<file path="config.mk">
export PLATFORM = sky130hd
export DESIGN_NAME = fetch_decode_stage
export DESIGN_NICKNAME = d
export VERILOG_FILES = /design/src/rtl/pipeline_pkg.sv /design/src/rtl/main_control.sv /design/src/rtl/fetch_decode_stage.sv
export SDC_FILE = /design/constraint.sdc
export NUM_CORES = 1
export LEC_CHECK = 0
export CAP_MARGIN = 20
export CELL_PAD_IN_SITES_DETAIL_PLACEMENT = 1
export CELL_PAD_IN_SITES_GLOBAL_PLACEMENT = 1
export CORE_AREA = 2 2 147 113
export DETAILED_ROUTE_END_ITERATION = 10
export DIE_AREA = 0 0 149 115
export PLACE_DENSITY = 0.91
export SLEW_MARGIN = 10
export SYNTH_ARGS = -nofsm -noshare
export SYNTH_HDL_FRONTEND = slang
export SYNTH_HIERARCHICAL = 1
export SYNTH_SLANG_ARGS = --single-unit
</file>
<file path="constraint.sdc">
create_clock -name clk -period 3.88 [get_ports clk]
set_input_delay 0.97 -clock clk [delete_from_list [all_inputs] [get_ports clk]]
set_output_delay 0.97 -clock clk [all_outputs]
set_load 0.01 [all_outputs]
</file>
<file path="src/rtl/pipeline_pkg.sv">
// rtl/pipeline_pkg.sv - opcodes, control bundles and instruction field positions for the MIPS front end
package pipeline_pkg;

    localparam logic [5:0] OP_RTYPE = 6'b000000;
    localparam logic [5:0] OP_LW    = 6'b100011;
    localparam logic [5:0] OP_SW    = 6'b101011;
    localparam logic [5:0] OP_BEQ   = 6'b000100;
    localparam logic [5:0] OP_ADDI  = 6'b001000;

    // WB: {RegWrite, WBsel}, ME: {Branch, MemRead, MemWrite}, EX: {RegDst, ALUOp1, ALUOp0, ALUSrc}
    localparam logic [1:0] CTRL_WB_NONE = 2'b00;
    localparam logic [1:0] CTRL_WB_ALU  = 2'b11;
    localparam logic [1:0] CTRL_WB_MEM  = 2'b10;

    localparam logic [2:0] CTRL_ME_NONE   = 3'b000;
    localparam logic [2:0] CTRL_ME_BRANCH = 3'b100;
    localparam logic [2:0] CTRL_ME_LOAD   = 3'b010;
    localparam logic [2:0] CTRL_ME_STORE  = 3'b001;

    localparam logic [3:0] CTRL_EX_NONE   = 4'b0000;
    localparam logic [3:0] CTRL_EX_RTYPE  = 4'b0100;
    localparam logic [3:0] CTRL_EX_IMM_RT = 4'b1001;
    localparam logic [3:0] CTRL_EX_STORE  = 4'b0001;
    localparam logic [3:0] CTRL_EX_BRANCH = 4'b0010;

    localparam logic [31:0] NOP_WORD = 32'h0000_0000;

    localparam int OPC_MSB = 31;
    localparam int OPC_LSB = 26;
    localparam int RS_MSB  = 25;
    localparam int RS_LSB  = 21;
    localparam int RT_MSB  = 20;
    localparam int RT_LSB  = 16;
    localparam int RD_MSB  = 15;
    localparam int RD_LSB  = 11;

    typedef struct packed {
        logic [1:0] wb;
        logic [2:0] me;
        logic [3:0] ex;
    } ctrl_t;

    localparam ctrl_t CTRL_NONE = '{wb: CTRL_WB_NONE, me: CTRL_ME_NONE, ex: CTRL_EX_NONE};

    // Opcodes whose rt field is a source operand rather than a destination
    function automatic logic reads_rt(input logic [5:0] opcode);
        return (opcode == OP_RTYPE) || (opcode == OP_SW) || (opcode == OP_BEQ);
    endfunction

endpackage

</file>
<file path="src/rtl/main_control.sv">
// rtl/main_control.sv - combinational opcode to WB/ME/EX control bundle decoder
module main_control
    import pipeline_pkg::*;
(
    input  logic [5:0] opcode_i,
    output ctrl_t      ctrl_o
);

    always_comb begin
        ctrl_o = CTRL_NONE;
        unique case (opcode_i)
            OP_RTYPE: ctrl_o = '{wb: CTRL_WB_ALU,  me: CTRL_ME_NONE,   ex: CTRL_EX_RTYPE};
            OP_LW:    ctrl_o = '{wb: CTRL_WB_MEM,  me: CTRL_ME_LOAD,   ex: CTRL_EX_IMM_RT};
            OP_SW:    ctrl_o = '{wb: CTRL_WB_NONE, me: CTRL_ME_STORE,  ex: CTRL_EX_STORE};
            OP_BEQ:   ctrl_o = '{wb: CTRL_WB_NONE, me: CTRL_ME_BRANCH, ex: CTRL_EX_BRANCH};
            OP_ADDI:  ctrl_o = '{wb: CTRL_WB_ALU,  me: CTRL_ME_NONE,   ex: CTRL_EX_IMM_RT};
            default:  ctrl_o = CTRL_NONE;
        endcase
    end

endmodule

</file>
<file path="src/rtl/fetch_decode_stage.sv">
// rtl/fetch_decode_stage.sv - PC, IF/ID register, decode, load-use stall and branch redirect
module fetch_decode_stage
    import pipeline_pkg::*;
#(
    parameter int          IMEM_AW  = 10,
    parameter logic [31:0] RESET_PC = 32'h0000_0000
) (
    input  logic               clk,
    input  logic               rst_n,
    output logic [IMEM_AW-1:0] imem_addr,
    input  logic [31:0]        imem_data,
    input  logic               branch_taken,
    input  logic [31:0]        branch_target,
    input  logic               ex_mem_read,
    input  logic [4:0]         ex_rt,
    output logic [31:0]        instr,
    output logic [4:0]         read0,
    output logic [4:0]         read1,
    output logic [4:0]         write,
    output logic [1:0]         WBID,
    output logic [2:0]         MEID,
    output logic [3:0]         EXID,
    output logic [31:0]        pc_id,
    output logic               stall,
    output logic               flush
);

    logic [31:0] pc_q, pc_d;
    logic [31:0] instr_q, instr_d;
    logic [31:0] pc_id_q, pc_id_d;
    logic        id_valid_q, id_valid_d;

    logic [31:0] pc_plus4;
    logic [5:0]  opcode;
    logic        hazard;
    ctrl_t       ctrl_dec;

    assign pc_plus4  = pc_q + 32'd4;
    assign imem_addr = pc_q[IMEM_AW+1:2];

    assign opcode = instr_q[OPC_MSB:OPC_LSB];
    assign instr  = instr_q;
    assign read0  = instr_q[RS_MSB:RS_LSB];
    assign read1  = instr_q[RT_MSB:RT_LSB];
    assign write  = instr_q[RD_MSB:RD_LSB];
    assign pc_id  = pc_id_q;

    main_control u_main_control (
        .opcode_i (opcode),
        .ctrl_o   (ctrl_dec)
    );

    assign hazard = ex_mem_read && (ex_rt != 5'd0) &&
                    ((ex_rt == read0) || ((ex_rt == read1) && reads_rt(opcode)));

    // A taken branch squashes ID anyway, so the bubble is not needed then
    assign stall = hazard && !branch_taken;
    assign flush = branch_taken;

    always_comb begin
        if (!id_valid_q || stall || branch_taken) begin
            {WBID, MEID, EXID} = CTRL_NONE;
        end else begin
            {WBID, MEID, EXID} = ctrl_dec;
        end
    end

    always_comb begin
        pc_d       = pc_q;
        instr_d    = instr_q;
        pc_id_d    = pc_id_q;
        id_valid_d = id_valid_q;
        if (branch_taken) begin
            pc_d       = branch_target & ~32'd3;
            instr_d    = NOP_WORD;
            id_valid_d = 1'b0;
        end else if (!stall) begin
            pc_d       = pc_plus4;
            instr_d    = imem_data;
            pc_id_d    = pc_plus4;
            id_valid_d = 1'b1;
        end
    end

    always_ff @(posedge clk) begin
        if (!rst_n) begin
            pc_q       <= RESET_PC;
            instr_q    <= NOP_WORD;
            pc_id_q    <= 32'd0;
            id_valid_q <= 1'b0;
        end else begin
            pc_q       <= pc_d;
            instr_q    <= instr_d;
            pc_id_q    <= pc_id_d;
            id_valid_q <= id_valid_d;
        end
    end

endmodule

</file>
==> results.cfg, run 1 <==
[layout]
nets = 812
nFillCells = 1867
antenna_cells = 0
area_growth_pct = 40.9
drive_above_1_share_pct = 8.88

[setup_path]
cp.arrival_ns = 2.85
reg2reg_slack_ns = 1.18
r2r_start = pc_q[2]
timing.rr.end = pc_q[18]
worstPathMaxFanout = 6
end_kind = output pin
cp-start-kind = primary input
rr_worst_depth = 6
worst_ep_required_time_ns = 2.91
crit_type = primary input to output pin

[die]
start_util_pct = 32.3
row_count = 40
core-area_mm2 = 0.0157
die_area_mm2 = 0.0171
dieWidth_um = 149
die_h_um = 115
pin_count = 173

[synthesis]
synthCells = 621
syn_area_per_cell_um2 = 8.17
synth_cell_type_count = 50
synth_area_mm2 = 0.00508
async_flop_share_pct = 0
yosys_most_used_dff = dfxtp_1
synth.area.top_cells = dfxtp_1 (37%), a31oi_1 (5.8%), o21ai_0 (5.5%)
synth_edf_count = 0
synth.yosys.seq_area_share_pct = 36.7
ys_warn_count = 6
yosys_register_bits = 93
yosys.area.top_type_share_pct = 36.7
yosys.area.top_type = dfxtp_1

[detailed_routing]
ant_nets = 0
wl_per_cell_um = 19.7
wirelength_um = 18800
drt-initial-drc-count = 415
drc = 0
drt_pass1_iterations = 5
vias = 5471
vias_per_cell = 5.74

[cts]
tritoncts = done
cts_buffers = 9
cts.path.max_buffers = 2
clkTransAtPathRegs_ns = 0.07
clock-sinks = 93
clock_latency_ns = 0.35
htreeDepth = 3
cts_root_buf = clkbuf_16
hold_buffers = 0

[pwr]
power_mw = 2.47
ir_worst_vdd_uv = 214
power_density_mw_per_mm2 = 345
p_leak_nw = 2.53

[grt]
grt-ovfl-total = 0
grt_use_met2_pct = 33.7
grt_use_met3_pct = 4.48
antenna_found_initial = 0
met1_usage_pct = 29.3
grt_most_used_layer = met2
grt_usage_pct = 21.2
grt_pass1_vias = 5349
grt_pass1_wl_um = 28800
grt_max_degree = 75

[place]
io_buffer_count = 168
gp_congestion = 0.813
hpwlAfterDp_um = 12900
pre_cts_slack_ns = -0.651

[worst_hold_path]
hp-start = pc_id[23]
worstHoldPathType = flip-flop to flip-flop
hold_depth = 2
worstHoldEndpoint = pc_id[23]

[timing]
tightest_slew_ns = 0.874
hold_viol = 0
fin_crit_ns = 3.82
setup_ws_ns = 0.0579
drv_slew = 0
slew_headroom_pct = 41.3
finClkSkew_ns = 0.0130
max_freq_mhz = 262
setup_viol = 0
fin_crit_sh_pct = 98.5

[outcome]
status = finished clean

[flow_run]
maxCapViolCount = 0
-- area by class of cell --
type	instances	area [µm²]	area share (%)
clock buffers	9	225	3.15
multi-input cells	432	2760	38.5
flip-flops and latches	93	1860	26.0
well taps	210	263	3.67
clock inverters	7	91.3	1.28
inverters	8	30.0	0.420
repair buffers	194	1930	26.9
-- cell usage after synthesis, drive strengths merged, types with 2 or more instances --
cell type,n
a211oi,25
a21boi,2
a21oi,46
a311o,2
a311oi,7
a31oi,47
a41o,2
and3,17
and4,9
buf,39
clkbuf,50
dfxtp,93
inv,7
nand2,14
nand2b,2
nand3,53
nand4,16
nor2,11
nor2b,3
nor3,16
nor4,6
o2111ai,3
o21a,3
o21ai,56
o221a,2
o311a,3
o31a,3
o31ai,18
o41ai,5
or3,2
or4,16
xnor2,11
xor2,22
-- worst max path at each step --
stage                         from       to  cells after the start
final                     ex_rt[1]    stall                     11
after global routing      ex_rt[1]    stall                     11
after CTS                 ex_rt[1]  WBID[1]                      9
after detailed placement  ex_rt[2]  WBID[1]                      7
after global placement    ex_rt[2]  EXID[3]                      7
after floorplan           ex_rt[1]  EXID[2]                      7
-- timing repair --
action,in CTS,in global routing
hold endpoints to repair,0,0
cloned,1,0
setup buffers,4,0
pin swaps,5,3
setup endpoints to repair,10,10
gates resized for setup,48,8
-- state kept, by name, summed over array words and instances, names as in the netlist --
name and flops:
pc_id 30, instr 32, pc_q 30, id_valid_q 1
-- cell usage in the layout, fill, tap and decap left out, types with 9 or more instances in the layout --
cell,count
clkdlybuf4s50_1,154
dfxtp_1,93
o21ai_0,56
nand3_1,53
a31oi_1,47
a21oi_1,46
a211oi_1,25
xor2_1,22
buf_4,21
o31ai_1,18
nand4_1,16
nor3_1,15
or4_1,14
nand2_1,14
and3_1,13
xnor2_1,11
nor2_1,11
clkbuf_16,9
-- stage by stage --
step	util, %	hold slack (ns)	TNS (ns)	std cells	area [µm²]
floorplan	-	0.485	0	622	5080
global placement	43.0	0.457	-5.50	932	6750
detailed placement	43.0	0.468	-6.02	932	6750
CTS	45.3	0.475	0	953	7120
global route	45.5	0.501	-0.0351	953	7150
finish	45.5	0.470	0	953	7150
-- report_power, final --
part,internal [mW],switching [mW],total [mW]
sequential,1.01,0.0687,1.08
combinational,0.243,0.199,0.443
clock,0.516,0.426,0.942
total,1.77,0.694,2.47
-- routing by layer --
layer,vias to the layer above,wire length (µm)
met1,2679,8630
met4,0,276
met3,18,1280
met5,-,0
met2,189,8570
li1,2585,-
-- kinds of logic (layout without fill, tap and decap cells) --
family,after synthesis,in the layout,synth area share (%)
flip-flops,93,93,36.7
XOR/XNOR,33,33,5.69
other,1,2,0.0739
AND/OR/NAND/NOR,171,171,19.5
buffers and inverters,97,218,9.74
adder cells (fa/ha/maj),1,1,0.246
AO/OA/AOI/OAI,225,225,28.1
-- critical path, stage by stage --
cell and delay (ns):
dlygate4sd2_1 0.24, buf_4 0.14, xor2_1 0.14, nor4_1 0.32, buf_4 0.18, and4_4 0.22
buf_4 0.12, buf_4 0.13, nor2_1 0.05, nor2_1 0.09, clkdlybuf4s15_2 0.25
Note: power is estimated with default switching activity, not from simulation.
==> run 2: changes to the inputs <==
- ABC_CLOCK_PERIOD_IN_PS: default -> 3880
- PLACE_DENSITY: 0.91 -> default
- PLACE_DENSITY_LB_ADDON: default -> 0.1
==> run 2 against run 1 <==
Critical endpoint is now EXID[1]. First-iteration DRC count is 23% lower. Sequential power hardly changed. Setup slack better by 0.023 ns. Global-route usage is 1.4 points higher. Largest power group unchanged. Clock-buffer cell count is 2 higher. Final area is 1.0% lower. Final cell count is 0.42% higher. Largest cell class unchanged. Register-to-register slack better by 0.12 ns.
==> results.cfg, run 2 (synthesized netlist as in run 1, its figures left out) <==
[outcome]
status = finished clean

[die]
pin_count = 173
row_count = 40
core-area_mm2 = 0.0157
die_area_mm2 = 0.0171
die_h_um = 115
start_util_pct = 32.3
dieWidth_um = 149

[cts]
clock_latency_ns = 0.36
clock-sinks = 93
htreeDepth = 3
cts_root_buf = clkbuf_16
cts_buffers = 9
cts.path.max_buffers = 2
clkTransAtPathRegs_ns = 0.06
tritoncts = done

[timing]
hold_viol = 0
setup_tns_ns = 0
finClkSkew_ns = 0.00968
setup_viol = 0
fin_crit_sh_pct = 97.9
max_freq_mhz = 263
fin_crit_ns = 3.80
drv_slew = 0
tightest_slew_ns = 0.969
slew_headroom_pct = 34.8

[grt]
grt-ovfl-total = 0
grt_usage_pct = 22.6
grt_pass1_vias = 5465
grt_max_degree = 75
grt_pass1_wl_um = 30500
antenna_found_initial = 1

[layout]
largest_register_ffs = 32
drive_above_1_share_pct = 9.10
area_growth_pct = 39.5
layout_common_cells = clkdlybuf4s50_1 (154), dfxtp_1 (93), o21ai_0 (56)
layout_commonest_cell = clkdlybuf4s50_1
final_core_util_pct = 45.1
fin_area_mm2 = 0.00708
antenna_cells = 0
nets = 816

[place]
hpwlAfterDp_um = 13300
gp_congestion = 0.799
place_area_mm2 = 0.00678
io_buffer_count = 168

[detailed_routing]
vias = 5504
ant_nets = 0
wirelength_um = 19500
vias_per_cell = 5.75
drc = 0
drt-initial-drc-count = 318
wl_per_cell_um = 20.4
drt_pass1_iterations = 4

[pwr]
p_leak_nw = 2.51
power_density_mw_per_mm2 = 332
ir_worst_vdd_uv = 220
power_mw = 2.35

[flow_run]
maxCapViolCount = 0

[setup_path]
end_kind = output pin
cp.arrival_ns = 2.83
cp-start-kind = primary input
worst_ep_required_time_ns = 2.91
crit_type = primary input to output pin
worstPathMaxFanout = 5

[worst_hold_path]
worstHoldPathType = flip-flop to flip-flop
-- run 2: routing by layer --
layer	track usage [%]	part of all wire, %	vias up
li1	-	-	2593
met1	33.8	50	2713
met2	33.1	43	179
met3	4.84	6.0	17
met4	5.40	1.0	2
met5	0	0.067	-
-- run 2: final timing paths --
path,end,from,cells past startpoint,slack (ns)
worst min register to register,instr[9],instr[9],2,0.48
worst max register to register,pc_q[20],pc_q[2],6,1.30
worst min-delay path,instr[9],instr[9],2,0.48
worst max-delay path,EXID[1],ex_rt[4],8,0.08
-- run 2: cell type report --
class                           instances  area (µm²)
Fill cell                            1865        8630
Multi-Input combinational cell        432        2760
Timing Repair Buffer                  198        1910
Sequential cell                        93        1860
Tap cell                              210         263
Clock buffer                           11         233
Inverter                                8        30.0
Clock inverter                          5        27.5
-- run 2: through the flow --
step	cells	hold slack (ns)	setup slack [ns]
final	957	0.476	0.0804
after global routing	957	0.497	-0.00268
after CTS	956	0.483	0.0348
after detailed placement	936	0.474	-0.581
after global placement	936	0.458	-0.459
after floorplan	622	0.485	0.240
-- run 2: repair_timing --
action / in CTS / in global routing
gates cloned: 1 / 0
pin swaps: 5 / 3
setup buffers: 3 / 1
gates resized for setup: 51 / 4
endpoints found under the setup margin: 10 / 9
hold buffers: 0 / 0
-- run 2: worst max-delay path, cell delays in order --
cell	delay (ns)
dlygate4sd2_1	0.24
or4_4	0.54
o21a_1	0.22
and4_4	0.17
nor3_4	0.24
buf_6	0.16
and3_4	0.18
buf_6	0.09
-- run 2: report_power, final --
| group | total [mW] | switching, mW | leakage [nW] | internal, mW |
|---|---|---|---|---|
| combinational | 0.433 | 0.194 | 1.62 | 0.239 |
| clock | 0.833 | 0.402 | 0.129 | 0.431 |
| sequential | 1.08 | 0.0699 | 0.768 | 1.01 |
